===== config.mk =====
export PLATFORM = sky130hd
export DESIGN_NAME = axil_arbiter_rr_wr
export DESIGN_NICKNAME = d
export VERILOG_FILES = /design/src/rtl/axil_arbiter_rr_wr.sv
export SDC_FILE = /design/constraint.sdc
export NUM_CORES = 1
export LEC_CHECK = 0
export BUFFER_PORTS_ARGS = -buffer_cell sky130_fd_sc_hd__buf_4
export CAP_MARGIN = 20
export CORE_AREA = 2 2 39 41
export CTS_CLUSTER_DIAMETER = 60
export CTS_CLUSTER_SIZE = 24
export DETAILED_ROUTE_END_ITERATION = 10
export DIE_AREA = 0 0 41 43
export GPL_TIMING_DRIVEN = 1
export HOLD_SLACK_MARGIN = 0.15
export PLACE_DENSITY = 0.4
export RECOVER_POWER = 25
export SLEW_MARGIN = 20
export SYNTH_ARGS = -nofsm -noshare
export SYNTH_HDL_FRONTEND = slang
export SYNTH_SLANG_ARGS = --single-unit

===== constraint.sdc =====
create_clock -name aclk -period 2.7 [get_ports aclk]
set_clock_uncertainty 0.15 [all_clocks]
set_input_delay 0.27 -clock aclk [delete_from_list [all_inputs] [get_ports aclk]]
set_output_delay 0.27 -clock aclk [all_outputs]
set_load 0.03 [all_outputs]

===== src/rtl/axil_arbiter_rr_wr.sv =====
// axil_arbiter_rr_wr: round-robin write-channel arbiter for one AXI-Lite slave.
// Locks the grant from selection until the slave's B handshake completes.
// Ports: aclk, areset (async, active-high); request_wr[N] per-master requests;
//   aw_hs/w_hs/b_hs slave-side handshakes; grant_wr/grant_valid crossbar select;
//   timeout one-cycle pulse when the watchdog forces a release.
// Optional: define AXIL_ARB_TIMEOUT_EN to enable the TIMEOUT_CYCLES watchdog;
//   without it timeout is tied to 0 and the grant is held until b_hs.
module axil_arbiter_rr_wr #(
    parameter int NUMBER_MASTER  = 2,
    parameter int TIMEOUT_CYCLES = 1024,
    parameter int CNT_WIDTH      = $clog2(TIMEOUT_CYCLES + 1)
) (
    input  logic                             aclk,
    input  logic                             areset,
    input  logic [NUMBER_MASTER-1:0]         request_wr,
    input  logic                             aw_hs,
    input  logic                             w_hs,
    input  logic                             b_hs,
    output logic [$clog2(NUMBER_MASTER)-1:0] grant_wr,
    output logic                             grant_valid,
    output logic                             timeout
);

    localparam int GW = $clog2(NUMBER_MASTER);

    typedef enum logic [1:0] {
        IDLE,
        GRANT,
        RESP
    } state_t;

    state_t        state;
    logic [GW-1:0] rr_ptr;
    logic          aw_done;
    logic          w_done;
    logic [GW-1:0] sel;
    logic [GW-1:0] next_ptr;
    logic          resp_done;
    logic          expire;
    logic          release_grant;
    int            scan_idx;

    // Scan from the highest offset down so the lowest offset from rr_ptr
    // with a pending request is the one left in sel.
    always_comb begin
        sel      = '0;
        scan_idx = 0;
        for (int i = NUMBER_MASTER - 1; i >= 0; i--) begin
            scan_idx = int'(rr_ptr) + i;
            if (scan_idx >= NUMBER_MASTER) begin
                scan_idx = scan_idx - NUMBER_MASTER;
            end
            if (request_wr[scan_idx]) begin
                sel = GW'(scan_idx);
            end
        end
    end

    // Explicit wrap keeps the pointer in range for non-power-of-two N.
    assign next_ptr = (grant_wr == GW'(NUMBER_MASTER - 1)) ? '0
                                                           : grant_wr + 1'b1;

    assign resp_done     = (state == RESP) && b_hs;
    assign release_grant = resp_done || expire;

`ifdef AXIL_ARB_TIMEOUT_EN
    logic [CNT_WIDTH-1:0] watchdog;

    // Fires on the edge where the count would reach TIMEOUT_CYCLES.
    assign expire = (state != IDLE) &&
                    (watchdog == CNT_WIDTH'(TIMEOUT_CYCLES - 1));

    always_ff @(posedge aclk or posedge areset) begin
        if (areset) begin
            watchdog <= '0;
            timeout  <= 1'b0;
        end else begin
            // A B handshake coinciding with expiry is a normal completion.
            timeout <= expire && !resp_done;
            if (state == IDLE) begin
                watchdog <= '0;
            end else begin
                watchdog <= watchdog + 1'b1;
            end
        end
    end
`else
    assign expire  = 1'b0;
    assign timeout = 1'b0;
`endif

    always_ff @(posedge aclk or posedge areset) begin
        if (areset) begin
            state       <= IDLE;
            grant_wr    <= '0;
            grant_valid <= 1'b0;
            rr_ptr      <= '0;
            aw_done     <= 1'b0;
            w_done      <= 1'b0;
        end else if (release_grant) begin
            state       <= IDLE;
            grant_valid <= 1'b0;
            aw_done     <= 1'b0;
            w_done      <= 1'b0;
            rr_ptr      <= next_ptr;
        end else begin
            unique case (state)
                IDLE: begin
                    if (|request_wr) begin
                        grant_wr    <= sel;
                        grant_valid <= 1'b1;
                        state       <= GRANT;
                    end
                end
                GRANT: begin
                    if (aw_hs) begin
                        aw_done <= 1'b1;
                    end
                    if (w_hs) begin
                        w_done <= 1'b1;
                    end
                    if ((aw_done || aw_hs) && (w_done || w_hs)) begin
                        state <= RESP;
                    end
                end
                RESP: begin
                end
                default: begin
                    state <= IDLE;
                end
            endcase
        end
    end

endmodule

==> impl_metrics.yaml <==
timing:
  tns_ns: 0
  fin_crit_ns: 1.36
  finalHoldViolations: 0
  hold_ws_ns: 0.335
  rsz0062_at_grt: "no"
  fmax_mhz: 736
  maxSlewViolCount: 0
  setup_viol: 0
  post-route-period-util: 0.503
global_route:
  grt_max_degree: 9
  grt_util_met1: 0.125
  grt_util_met3: 0.0314
  antenna_found_initial: 0
  grtUsageTotal: 0.100
  grt_pass1_wl_um: 1080
  gr-total-overflow: 0
  busiest_layer: "met1"
  grt_pass1_vias: 259
  met2_usage: 0.116
synthesis:
  synth_top_cell_area_share: 0.543
  synth-edff-count: 0
  yosysWarnings: 0
  synth.most_common_cell: "dfrtp_1"
  ys_ff_latch: 7
  syn_area_um2: 323
  syn-num-nets: 41
  yosysTopAreaCell: "dfrtp_1"
  netlist_top_cells_count: "dfrtp_1 (7), a21oi_1 (5), nand2_1 (4)"
  netlist_top_cells_area: "dfrtp_1 (54%), a21oi_1 (7.8%), nand2_1 (4.7%), inv_1 (3.5%), nor2_1 (3.5%)"
  synthCells: 34
  async_flop_share: 1.00
  avgSynthCellArea_um2: 9.49
  ys.flop_type: "dfrtp_1"
  ys_types: 17
  synth_seq_area_share: 0.543
worst_setup_path:
  reg2reg_depth: 3
  worstSetupEndpointType: "flip-flop"
  crit_required_ns: 2.69
  regToRegEndpoint: "grant_valid"
  crit_chain: "dlygate4sd3_1 > buf_4 > o221a_2 > nand2_1 > o31ai_1"
  crit_family: "buffers and inverters"
  path_buf_inv: 2
  cp-start-kind: "input pin"
  r2r_start: "state[0]"
  crit_type: "input pin to flip-flop"
  cpMaxStageDelayCell: "dlygate4sd3_1"
  r2r_setup_slack_ns: 1.59
  arrival_ns: 1.34
  cp_max_fo: 2
  worst_path_largest_cell_delay_ns: 0.53
route:
  ant_nets: 0
  first_pass_iters: 4
  dr_total_vias: 283
  wirelength_um: 680
  drc: 0
  viasPerCell: 4.22
  drt-initial-drc-count: 4
  routedWlPerCell_um: 10.1
clocking:
  cts_buffer_depth: 2
  cts_sinks: 7
  cts_resized: 0
  cts-buffers-inserted: 3
  clk_latency_ns: 0.26
  clkTransAtPathRegs_ns: 0.05
  cts_tree: "done"
  post_cts_buffers: 0
  cts_root_buffer: "clkbuf_4"
  h-tree-depth: 1
floorplanning:
  die_area_um2: 1760
  initial_utilization: 0.233
  die_w_um: 41
  chipHeight_um: 43
  fp-row-count: 14
  pin_count: 10
  fp.coreArea_um2: 1380
power:
  power_density_nw_per_um2: 1010
  power.leakage_nw: 0.219
  ir_worst_vdd_v: 0.000306
placed_design:
  dp_hpwl_um: 494
  place_area_um2: 395
  numPortBuffers: 8
  place.gp.congestion: 0.778
run:
  max-cap-violations: 0
finish:
  n_fill_cell: 153
  nets: 59
  drive_gt1_frac: 0.275
  final_cell_area_um2: 482
  area.growth.synth_to_final_pct: 49.2
  n_antenna_cell: 0
worst_hold_path:
  min_from: "rr_ptr"
  holdPathStages: 2
  hold_path_class: "flip-flop to flip-flop"
  min_to: "rr_ptr"
run_status:
  outcome: "finished clean"
-- final cells by class --
cell class | instances | area (µm²) | area share
multi-input cells | 23 | 129 | 0.268
clock buffers | 4 | 26.3 | 0.0545
repair buffers | 14 | 120 | 0.249
inverters | 3 | 11.3 | 0.0234
flip-flops and latches | 7 | 175 | 0.364
well taps | 16 | 20.0 | 0.0416
-- worst register-to-register path, cell delays in order (launching register included) --
cell      delay, ns
dfrtp_1        0.45
nand3b_1       0.23
o21ai_1        0.13
a21oi_2        0.04
-- placed cells by master, fill, tap and decap left out --
cell type      count
nor3_1             1
clkbuf_4           4
clkbuf_1           1
nor3_2             1
nand2_1            4
inv_1              3
conb_1             1
a31oi_1            1
a21oi_1            5
o221a_2            1
o21ai_0            1
buf_4              7
o21bai_1           1
nand3b_1           1
dlygate4sd3_1      6
dfrtp_1            7
o31ai_1            1
o21ai_1            1
nor2_1             3
a21oi_2            1
-- kinds of logic (layout without fill, tap and decap cells) --
group | Yosys count | count (layout) | synth area share
AND/OR/NAND/NOR | 10 | 10 | 0.151
AO/OA/AOI/OAI | 12 | 12 | 0.236
other | 1 | 1 | 0.0116
flip-flops | 7 | 7 | 0.543
buffers and inverters | 4 | 21 | 0.0581
-- repair_timing --
| action | 4_1_cts | 5_1_grt |
|---|---|---|
| hold buffers | 5 | 1 |
| endpoints found under the hold margin | 12 | 1 |
| endpoints found under the setup margin | 0 | 0 |
-- stage by stage --
stage	worst slack (ns)	std cells	utilization	power [mW]
after global routing	1.33	67	0.348	0.529
after detailed placement	1.59	57	0.286	0.386
after CTS	1.35	66	0.341	0.494
after floorplan	1.65	34	-	0.329
after global placement	1.60	57	0.286	0.384
final	1.34	67	0.348	0.488
-- state kept, by name, summed over array words and instances (netlist names) --
register     flops
state            2
aw_done          1
grant_valid      1
grant_wr         1
rr_ptr           1
w_done           1
-- power by group --
part           internal [mW]  switching, mW
clock network         0.0566         0.0421
registers              0.156         0.0495
logic                 0.0853         0.0977
total                  0.298          0.189
-- routing by layer --
metal | up-vias | routed length [µm]
li1 | 149 | -
met1 | 120 | 335
met2 | 9 | 271
met3 | 5 | 39
met4 | 0 | 35
met5 | - | 0
-- how the worst max path moves through the flow --
stage / from / end / slack (ns) / cells past startpoint
6_report: aw_hs / state[1] / 1.34 / 5
4_1_cts: aw_hs / state[1] / 1.35 / 5
5_1_grt: aw_hs / state[1] / 1.33 / 5
3_5_place_dp: state[0] / grant_valid / 1.59 / 3
2_1_floorplan: aw_done / state[1] / 1.65 / 3
3_3_place_gp: aw_done / state[1] / 1.60 / 3
Power figures use the tool's default switching activity.
